$ cat config.mk
export PLATFORM = sky130hd
export DESIGN_NAME = memory_arbiter_flat
export DESIGN_NICKNAME = d
export VERILOG_FILES = /design/src/rtl/memory_arbiter_if.sv /design/src/rtl/memory_arbiter.sv /design/src/flat_wrapper.sv
export SDC_FILE = /design/constraint.sdc
export NUM_CORES = 1
export LEC_CHECK = 0
export ABC_CLOCK_PERIOD_IN_PS = 3100
export CAP_MARGIN = 10
export CORE_MARGIN = 1.5
export CORE_UTILIZATION = 44
export DETAILED_ROUTE_END_ITERATION = 12
export GPL_ROUTABILITY_DRIVEN = 0
export GPL_TIMING_DRIVEN = 0
export PLACE_DENSITY = 0.83
export REMOVE_ABC_BUFFERS = 1
export SLEW_MARGIN = 15
export SYNTH_ARGS = -nofsm -noshare
export SYNTH_HDL_FRONTEND = slang
export SYNTH_SLANG_ARGS = --single-unit
$ cat constraint.sdc
create_clock -name clk -period 3.1 [get_ports clk]
set_clock_uncertainty 0.05 [all_clocks]
set_input_delay 0.62 -clock clk [delete_from_list [all_inputs] [get_ports clk]]
set_output_delay 0.62 -clock clk [all_outputs]
set_load 0.005 [all_outputs]
$ cat src/rtl/memory_arbiter_if.sv
// Bundles the three requester ports and the shared memory port of memory_arbiter.
// slave is the arbiter's view; master is the view of the requesters plus memory.
interface memory_arbiter_if;
  logic [31:0] fetch_addr;
  logic        fetch_valid;
  logic [31:0] fetch_data;
  logic        fetch_ready;

  logic [31:0] load_addr;
  logic        load_valid;
  logic [31:0] load_data;
  logic        load_ready;

  logic [31:0] store_addr;
  logic [31:0] store_data;
  logic        store_valid;
  logic        store_ready;

  logic [31:0] mem_addr;
  logic [31:0] mem_wdata;
  logic        mem_we;
  logic        mem_valid;
  logic [31:0] mem_rdata;
  logic        mem_ready;

  logic        timed_out;

  modport slave (
    input  fetch_addr, fetch_valid, load_addr, load_valid,
    input  store_addr, store_data, store_valid, mem_rdata, mem_ready,
    output fetch_data, fetch_ready, load_data, load_ready, store_ready,
    output mem_addr, mem_wdata, mem_we, mem_valid, timed_out
  );

  modport master (
    output fetch_addr, fetch_valid, load_addr, load_valid,
    output store_addr, store_data, store_valid, mem_rdata, mem_ready,
    input  fetch_data, fetch_ready, load_data, load_ready, store_ready,
    input  mem_addr, mem_wdata, mem_we, mem_valid, timed_out
  );
endinterface

$ cat src/rtl/memory_arbiter.sv
// Round-robin arbiter sharing one memory port between fetch, load and store,
// one transaction in flight, with a watchdog that force-completes stalled accesses.
module memory_arbiter #(
  parameter int unsigned TIMEOUT = 1024
) (
  input  logic             clk,
  input  logic             reset,
  memory_arbiter_if.slave  bus
);

  typedef enum logic [1:0] {StIdle, StBusy, StDone} state_e;

  state_e      state_q;
  logic [1:0]  next_q;
  logic [1:0]  gnt_q;
  logic [31:0] cnt_q;
  logic [2:0]  ready_q;
  logic [31:0] fetch_data_q;
  logic [31:0] load_data_q;
  logic [31:0] mem_addr_q;
  logic [31:0] mem_wdata_q;
  logic        mem_we_q;
  logic        mem_valid_q;
  logic        timed_out_q;

  function automatic logic [1:0] inc3(input logic [1:0] x);
    return (x == 2'd2) ? 2'd0 : x + 2'd1;
  endfunction

  logic [2:0]  req;
  logic [1:0]  cand0, cand1, cand2;
  logic [1:0]  gnt_idx;
  logic        gnt_any;
  logic [31:0] sel_addr;
  logic [31:0] sel_wdata;
  logic        sel_we;

  assign req   = {bus.store_valid, bus.load_valid, bus.fetch_valid};
  assign cand0 = next_q;
  assign cand1 = inc3(next_q);
  assign cand2 = inc3(cand1);

  // Highest-priority candidate is checked last so it overrides the others.
  always_comb begin
    gnt_any = |req;
    gnt_idx = cand2;
    if (req[cand1]) gnt_idx = cand1;
    if (req[cand0]) gnt_idx = cand0;
  end

  always_comb begin
    sel_addr  = bus.store_addr;
    sel_wdata = bus.store_data;
    sel_we    = 1'b1;
    case (gnt_idx)
      2'd0: begin
        sel_addr  = bus.fetch_addr;
        sel_wdata = '0;
        sel_we    = 1'b0;
      end
      2'd1: begin
        sel_addr  = bus.load_addr;
        sel_wdata = '0;
        sel_we    = 1'b0;
      end
      default: ;
    endcase
  end

  always_ff @(posedge clk) begin
    if (reset) begin
      state_q      <= StIdle;
      next_q       <= 2'd0;
      gnt_q        <= 2'd0;
      cnt_q        <= '0;
      ready_q      <= '0;
      fetch_data_q <= '0;
      load_data_q  <= '0;
      mem_addr_q   <= '0;
      mem_wdata_q  <= '0;
      mem_we_q     <= 1'b0;
      mem_valid_q  <= 1'b0;
      timed_out_q  <= 1'b0;
    end else begin
      // Ready pulses and returned data live for exactly the DONE cycle.
      ready_q      <= '0;
      fetch_data_q <= '0;
      load_data_q  <= '0;
      unique case (state_q)
        StIdle: begin
          if (gnt_any) begin
            gnt_q       <= gnt_idx;
            next_q      <= inc3(gnt_idx);
            mem_addr_q  <= sel_addr;
            mem_wdata_q <= sel_wdata;
            mem_we_q    <= sel_we;
            mem_valid_q <= 1'b1;
            cnt_q       <= '0;
            state_q     <= StBusy;
          end
        end
        StBusy: begin
          if (bus.mem_ready) begin
            mem_valid_q    <= 1'b0;
            ready_q[gnt_q] <= 1'b1;
            if (gnt_q == 2'd0) fetch_data_q <= bus.mem_rdata;
            if (gnt_q == 2'd1) load_data_q  <= bus.mem_rdata;
            state_q        <= StDone;
          end else if (TIMEOUT != 0 && cnt_q == 32'(TIMEOUT - 1)) begin
            mem_valid_q    <= 1'b0;
            ready_q[gnt_q] <= 1'b1;
            timed_out_q    <= 1'b1;
            state_q        <= StDone;
          end else begin
            cnt_q <= cnt_q + 32'd1;
          end
        end
        StDone:  state_q <= StIdle;
        default: state_q <= StIdle;
      endcase
    end
  end

  assign bus.fetch_ready = ready_q[0];
  assign bus.load_ready  = ready_q[1];
  assign bus.store_ready = ready_q[2];
  assign bus.fetch_data  = fetch_data_q;
  assign bus.load_data   = load_data_q;
  assign bus.mem_addr    = mem_addr_q;
  assign bus.mem_wdata   = mem_wdata_q;
  assign bus.mem_we      = mem_we_q;
  assign bus.mem_valid   = mem_valid_q;
  assign bus.timed_out   = timed_out_q;

endmodule

$ cat src/flat_wrapper.sv
// flat-port wrapper written by rule: the top's interface ports become plain ports
module memory_arbiter_flat 
#(
  parameter int unsigned TIMEOUT = 1024
)
  (clk, reset, bus_fetch_addr, bus_fetch_valid, bus_load_addr, bus_load_valid, bus_store_addr, bus_store_data, bus_store_valid, bus_mem_rdata, bus_mem_ready, bus_fetch_data, bus_fetch_ready, bus_load_data, bus_load_ready, bus_store_ready, bus_mem_addr, bus_mem_wdata, bus_mem_we, bus_mem_valid, bus_timed_out);
  memory_arbiter_if bus_i ();
  input  logic clk;
  input  logic reset;
  input wire logic [$bits(bus_i.fetch_addr)-1:0] bus_fetch_addr;
  input wire logic [$bits(bus_i.fetch_valid)-1:0] bus_fetch_valid;
  input wire logic [$bits(bus_i.load_addr)-1:0] bus_load_addr;
  input wire logic [$bits(bus_i.load_valid)-1:0] bus_load_valid;
  input wire logic [$bits(bus_i.store_addr)-1:0] bus_store_addr;
  input wire logic [$bits(bus_i.store_data)-1:0] bus_store_data;
  input wire logic [$bits(bus_i.store_valid)-1:0] bus_store_valid;
  input wire logic [$bits(bus_i.mem_rdata)-1:0] bus_mem_rdata;
  input wire logic [$bits(bus_i.mem_ready)-1:0] bus_mem_ready;
  output wire logic [$bits(bus_i.fetch_data)-1:0] bus_fetch_data;
  output wire logic [$bits(bus_i.fetch_ready)-1:0] bus_fetch_ready;
  output wire logic [$bits(bus_i.load_data)-1:0] bus_load_data;
  output wire logic [$bits(bus_i.load_ready)-1:0] bus_load_ready;
  output wire logic [$bits(bus_i.store_ready)-1:0] bus_store_ready;
  output wire logic [$bits(bus_i.mem_addr)-1:0] bus_mem_addr;
  output wire logic [$bits(bus_i.mem_wdata)-1:0] bus_mem_wdata;
  output wire logic [$bits(bus_i.mem_we)-1:0] bus_mem_we;
  output wire logic [$bits(bus_i.mem_valid)-1:0] bus_mem_valid;
  output wire logic [$bits(bus_i.timed_out)-1:0] bus_timed_out;
  assign bus_i.fetch_addr = bus_fetch_addr;
  assign bus_i.fetch_valid = bus_fetch_valid;
  assign bus_i.load_addr = bus_load_addr;
  assign bus_i.load_valid = bus_load_valid;
  assign bus_i.store_addr = bus_store_addr;
  assign bus_i.store_data = bus_store_data;
  assign bus_i.store_valid = bus_store_valid;
  assign bus_i.mem_rdata = bus_mem_rdata;
  assign bus_i.mem_ready = bus_mem_ready;
  assign bus_fetch_data = bus_i.fetch_data;
  assign bus_fetch_ready = bus_i.fetch_ready;
  assign bus_load_data = bus_i.load_data;
  assign bus_load_ready = bus_i.load_ready;
  assign bus_store_ready = bus_i.store_ready;
  assign bus_mem_addr = bus_i.mem_addr;
  assign bus_mem_wdata = bus_i.mem_wdata;
  assign bus_mem_we = bus_i.mem_we;
  assign bus_mem_valid = bus_i.mem_valid;
  assign bus_timed_out = bus_i.timed_out;
  memory_arbiter #(.TIMEOUT(TIMEOUT)) u_core (.clk(clk), .reset(reset), .bus(bus_i));
endmodule
==> metrics.md, run 1 <==
| Metric | Value |
|---|---|
| Peak VDD IR | 398 µV |
| Wire length per cell | roughly 17 µm |
| Clock sinks | 172 |
| Setup slack, reg-to-reg | 0.60 ns |
| Initial antenna violation count | 0 |
| Final setup margin | 0.216 ns |
| Most frequent cells in the layout | clkdlybuf4s50_1, dfxtp_1, and2_1 |
| DRT iter0 DRCs | 321 |
| Initial core utilization | 0.456 |
| Drt total wl | 19.7 mm |
| Post-synth EDFFs | 0 |
| Lkg Pwr | 3.71 nW |
| IO Port Bufs | 299 |
| RR Startpoint | u_core.cnt_q[11] |
| Crit. End Element | flop |
| First-pass GRT wire length | ~29 mm |
| Clock-pin slew on the worst setup and hold paths | 0.07 ns |
| Place WS | -1.11 ns |
| Clock latency on the worst-skew pair | 0.43 ns |
| Post-Synthesis Cells | about 660 |
| Largest net degree at the start of global routing | 41 |
| R2r endpoint | u_core.cnt_q[20] |
| Hold slack | roughly 0.40 ns |
| CTS max path bufs | 2 |
| Sequential share of power | 0.441 |
| Hold Path Stages | 2 |
| Clk network pwr share | 0.401 |
| Vias after detailed routing | slightly above 6000 |
| Critical path data required time | 3.41 ns |
| Worst Setup Start Kind | input port |
| Worst Hold End | u_core.bus.timed_out |
| Root Driver | clkbuf_16 |
| Setup CP Type | input port to flop |
| Unrepaired setup endpoints after global routing | no |
| Post-DP HPWL | 14.1 mm |
| # Max-Cap Violations | 0 |
| Die Footprint | 15200 µm² |
| Mapped Avg Cell Area | a little under 10 µm² |
| Arr. time, crit path | 3.20 ns |
| Layout Nets | 1100 |
| Combinational power share | 0.158 |
| CTS tree | yes |
| Highest clock rate | 347 MHz |
| DRC | 0 |
| Area of the core | roughly 14000 µm² |
| Slew headroom | 0.375 |
| Setup violators final | 0 |
| Share of cells above drive strength 1 | 0.0634 |
| Worst-Margin Slew | between 0.9 and 1 ns |
| Overall Global Routing Usage | 0.254 |
| Routed Antenna Nets | 0 |
| Cell Pwr Density | 529 nW/µm² |
| First drt pass iteration count | 5 |
| Fraction of registers with async set or reset after synthesis | 0 |
| TritonCTS Buffers | 17 |
| Crit-path max FO | 40 |
| Sw power | 1.33 mW |
| Internal | a little over 4 mW |
| Hold_sp | u_core.bus.timed_out |
| DR vias/cell | approximately 5.4 |
| Tcrit/Tclk final | 0.930 |
| Cell variety after synth | 51 |
| # Post-CTS Setup Buffers | 0 |
| Vias in the first global route | 5558 |
| Post-Syn Area | 6370 µm² |
| Crit path from | bus_fetch_valid |
| Die height | roughly 120 µm |
| Max-slew violation count | 0 |
| Commonest non-fill, non-tap cell in the layout | clkdlybuf4s50_1 |
| Commonest register cell after synthesis | dfxtp_1 |
| Area Overhead vs Synth | 59.1% |
| Hold WC Path Type | flop to flop |
| Register area share after synthesis | 0.540 |
| Status | finished, final reports clean |
| Switch share | 0.247 |
| Final Hold Violating Endpoints | 0 |
| Fillcell total | 1048 |
| Minimum clock period | 2.88 ns |
| I/O Pins | 300 |
| Reg2reg path depth | 5 |
| Hold Buf Count CTS | 0 |
| Number of H-tree levels | 4 |
| Die W | 123 µm |
| Ys Warns | 0 |
| Final TNS setup | 0 ns |
| Yosys reg bits | ~170 |
| GR Overflow Total | 0 |
| Row Count | 43 |
## power groups by stage
stage | sequential (mW) | combinational [mW] | clock [mW]
2_1_floorplan | 2.42 | 0.282 | 0
3_3_place_gp | 2.41 | 0.803 | 0
3_5_place_dp | 2.42 | 0.846 | 0
4_1_cts | 2.37 | 0.851 | 2.17
5_1_grt | 2.38 | 0.915 | 2.28
6_report | 2.37 | 0.848 | 2.15
## sequential cells by signal, indices dropped and copies added (netlist names), 3 cells and up
register and flops:
u_core.bus.fetch_data 32, u_core.bus.load_data 32, u_core.bus.mem_wdata 32, u_core.ready_q 3
u_core.cnt_q 32, u_core.bus.mem_addr 32
## cells by family (layout without fill, tap and decap cells)
kind of cell               after synthesis  count (layout)  synth area share
and+or+nand+nor                        255             255             0.220
AOI/OAI and AO/OA                      174             174             0.201
DFF                                    172             172             0.540
buffers and inverters                   53             343            0.0351
adders and majority gates                1               1           0.00196
xor gates and xnor gates                 1               1           0.00137
other                                    0               1                 0
## repair_timing
action / in CTS / in global routing
endpoints found under the setup margin: 28 / 2
resized for setup: 2 / 1
cloned: 0 / 0
pin swaps: 0 / 0
## how the worst max path moves through the flow
stage / end / slack, ns / cells past startpoint
6_report: u_core.cnt_q[6] / 0.22 / 6
5_1_grt: u_core.cnt_q[6] / 0.1 / 6
4_1_cts: u_core.cnt_q[6] / 0.004 / 6
3_5_place_dp: u_core.cnt_q[6] / -1.11 / 6
3_3_place_gp: u_core.cnt_q[2] / -2.50 / 6
2_1_floorplan: u_core.cnt_q[2] / -0.09 / 5
## critical path, stage by stage
cell and delay (ns):
clkdlybuf4s50_1 0.46, nor3_2 0.40, or2_4 0.53, nand2_2 0.48, or4_1 0.62, o21ai_1 0.08
## synthesized netlist by cell type, types with 3 or more instances
master      n  area share
or4_1       6      0.0071
a211oi_1   32       0.038
a21oi_1    30       0.024
a221oi_1   32       0.044
o211ai_1    4      0.0047
a21o_1      3      0.0035
clkbuf_1   33       0.019
and3_1      7      0.0069
nor4_1      6      0.0059
and2_1     66       0.065
nor2_1     41       0.024
nand4_1     8      0.0079
nand3_1    11      0.0086
or3_1      22       0.022
o21ai_0    13       0.010
inv_1       6      0.0035
a21oi_2     4      0.0055
a22o_1     32       0.044
dfxtp_1   172        0.54
nand2b_1    4      0.0039
o21ai_1    11      0.0086
nor3_1      6      0.0047
and4_1      3      0.0041
o31ai_1     6      0.0071
nand2_1    58       0.034
buf_2      11      0.0086
## layer usage
metal / global-route usage / vias up / wire length, µm
met5: 0 / - / 0
met4: 0.0812 / 0 / 318
met3: 0.101 / 27 / 1600
met2: 0.436 / 196 / 10200
met1: 0.288 / 2871 / 7560
li1: - / 2945 / -
## area by class of cell
| cell class | count | area [µm²] | share of cell area |
|---|---|---|---|
| clock buffers | 19 | 443 | 0.0437 |
| well taps | 180 | 225 | 0.0222 |
| diodes | 1 | 2.50 | 0.000247 |
| flip-flops and latches | 172 | 3440 | 0.340 |
| repair buffers | 305 | 3100 | 0.306 |
| clock inverters | 13 | 155 | 0.0153 |
| inverters | 6 | 22.5 | 0.00222 |
| multi-input cells | 431 | 2750 | 0.271 |
## through the flow
stage	utilization	instance area (µm²)	instances	power [mW]
after CTS	0.724	10100	1126	5.39
after global placement	0.671	9390	1088	3.22
after floorplan	-	6170	609	2.70
final	0.725	10100	1127	5.37
after global routing	0.724	10100	1126	5.57
after detailed placement	0.681	9520	1094	3.26
(Power assumes the default switching activity.)
==> run 2, diff against run 1 <==
- CORE_MARGIN: 1.5 -> 2
- GPL_TIMING_DRIVEN: 0 -> not set
- MAX_ROUTING_LAYER: not set -> met4
==> run 2 against run 1 <==
First-iteration DRC count rose by 31%. Fmax rose by 18%. Utilization fell by 0.12 points. Critical path type is now flop to flop. Critical endpoint is now u_core.ready_q[2].
==> metrics.md, run 2 (same netlist as run 1, synthesis figures left out) <==
| Metric | Value |
|---|---|
| Status | finished, final reports clean |
| Initial antenna violation count | 1 (+1) |
| Routed Antenna Nets | 0 (unchanged) |
| # Max-Cap Violations | 0 (unchanged) |
| Hold WC Path Type | flop to flop |
| Clock sinks | 172 (unchanged) |
| Post-DP HPWL | 14.1 mm (about the same) |
| Highest clock rate | 409 MHz (+18%) |
| Wire length per cell | 17.4 µm (about the same) |
| Worst-Margin Slew | 0.730 ns (-0.203 ns) |
| Cell Pwr Density | 525 nW/µm² (-0.87%) |
| Slew headroom | 0.506 (+0.132) |
| Root Driver | clkbuf_16 |
| TritonCTS Buffers | 17 (unchanged) |
| Overall Global Routing Usage | 0.261 (+0.00788) |
| Crit-path max FO | 5 (-88%) |
| Vias after detailed routing | 6005 (-0.56%) |
| Die Footprint | 15500 µm² (+1.6%) |
| Setup violators final | 0 (unchanged) |
| IO Port Bufs | 299 (unchanged) |
| Hold Buf Count CTS | 0 (unchanged) |
| Share of cells above drive strength 1 | 0.0640 (+0.000583) |
| I/O Pins | 300 (unchanged) |
| Final Hold Violating Endpoints | 0 (unchanged) |
| Most frequent cells in the layout | clkdlybuf4s50_1, dfxtp_1, and2_1 |
| Reg2reg path depth | 5 (unchanged) |
| Clock-pin slew on the worst setup and hold paths | 0.07 ns (about the same) |
| Number of H-tree levels | 4 (unchanged) |
| Vias in the first global route | 5979 (+7.6%) |
| Area of the core | 14000 µm² (unchanged) |
| Hold Path Stages | 2 (unchanged) |
| Initial core utilization | 0.456 (unchanged) |
| DR vias/cell | 5.30 (-1.2%) |
| Clock latency on the worst-skew pair | 0.43 ns (about the same) |
| Arr. time, crit path | 2.64 ns (-0.56 ns) |
| Area Overhead vs Synth | 58.8% |
| GR Overflow Total | 0 (unchanged) |
| Minimum clock period | 2.44 ns (-0.441 ns) |
| Crit. End Element | flop |
| Tcrit/Tclk final | 0.788 (-0.142) |
| Unrepaired setup endpoints after global routing | no |
| Placed Cells | 1101 (+0.64%) |
| Non-filler cells, final | 1134 (+0.62%) |
| DRC | 0 (unchanged) |
| CTS tree | yes |
| Max-slew violation count | 0 (unchanged) |
| Placed Area | 9530 µm² (about the same) |
| Layout Nets | 1107 (+0.64%) |
| First drt pass iteration count | 4 (-1) |
| Row Count | 43 (unchanged) |
| Drt total wl | 19.8 mm (+0.68%) |
| Largest net degree at the start of global routing | 40 (-2.4%) |
| Peak VDD IR | 397 µV (-0.10%) |
| Final TNS setup | 0 ns (unchanged) |
| First-pass GRT wire length | 31.5 mm (+7.9%) |
| Setup CP Type | flop to flop |
| Worst Setup Start Kind | flop |
| Overall power | 5.31 mW (-1.0%) |
| Cell area after layout | 10100 µm² (-0.16%) |
| Critical path data required time | 3.30 ns (-0.11 ns) |
| CTS max path bufs | 2 (unchanged) |
| Lkg Pwr | 3.71 nW (about the same) |
| # Post-CTS Setup Buffers | 0 (unchanged) |
| Hold slack | 0.406 ns (+0.00976 ns) |
| Die height | 124 µm (+0.81%) |
| PostCTS Resize Cnt | 0 (-2) |
| Commonest non-fill, non-tap cell in the layout | clkdlybuf4s50_1 |
| DRT iter0 DRCs | 422 (+31%) |
| Die W | 124 µm (+0.81%) |
-- run 2: cell count changes in the layout (fill, tap and decap cells not counted), moves of 2 or more --
cell        change
buf_4           +8
inv_6           -3
buf_16          -2
clkinvlp_4      +2
inv_8           +2
nor2_2          +2
nor2_4          -2
-- run 2: where the power goes --
part | total, mW | internal, mW | leakage (nW) | switching, mW
sequential | 2.37 | 2.32 | 1.40 | 0.0546
clock | 2.10 | 1.17 | 0.276 | 0.927
combinational | 0.840 | 0.491 | 2.04 | 0.349
total | 5.31 | 3.98 | 3.71 | 1.33
-- run 2: layout make-up --
| type | instances | area (µm²) |
|---|---|---|
| Tap cell | 180 | 225 |
| Sequential cell | 172 | 3440 |
| Antenna cell | 1 | 2.50 |
| Clock buffer | 20 | 457 |
| Fill cell | 1040 | 3870 |
| Inverter | 6 | 22.5 |
| Clock inverter | 12 | 131 |
| Timing Repair Buffer | 312 | 3120 |
| Multi-Input combinational cell | 431 | 2720 |
-- run 2: metal layers --
layer  GRT usage  vias up  share of wire
li1            -     2961              -
met1       0.285     2830           0.39
met2       0.452      192           0.53
met3      0.0868       22          0.067
met4      0.0806        0          0.017
met5           -        -              0
-- run 2: worst max-delay path: stages, from the launching register on --
cell	delay [ns]
dfxtp_1	0.36
nor4_1	0.51
and4b_1	0.35
a21oi_1	0.14
or2_1	0.24
nor4b_1	0.62
-- run 2: per-stage QoR --
stage | util | worst slack [ns]
global placement | 0.681 | 0.354
finish | 0.723 | 0.657
global route | 0.723 | 0.582
floorplan | - | -0.0870
detailed placement | 0.681 | 0.295
CTS | 0.723 | 0.740
-- run 2: worst paths after layout --
path | end | startpoint | slack (ns)
setup / recovery | u_core.ready_q[2] | u_core.cnt_q[11] | 0.66
hold / removal | u_core.bus.timed_out | u_core.bus.timed_out | 0.41
setup reg to reg | u_core.ready_q[2] | u_core.cnt_q[11] | 0.66
hold reg to reg | u_core.bus.timed_out | u_core.bus.timed_out | 0.41
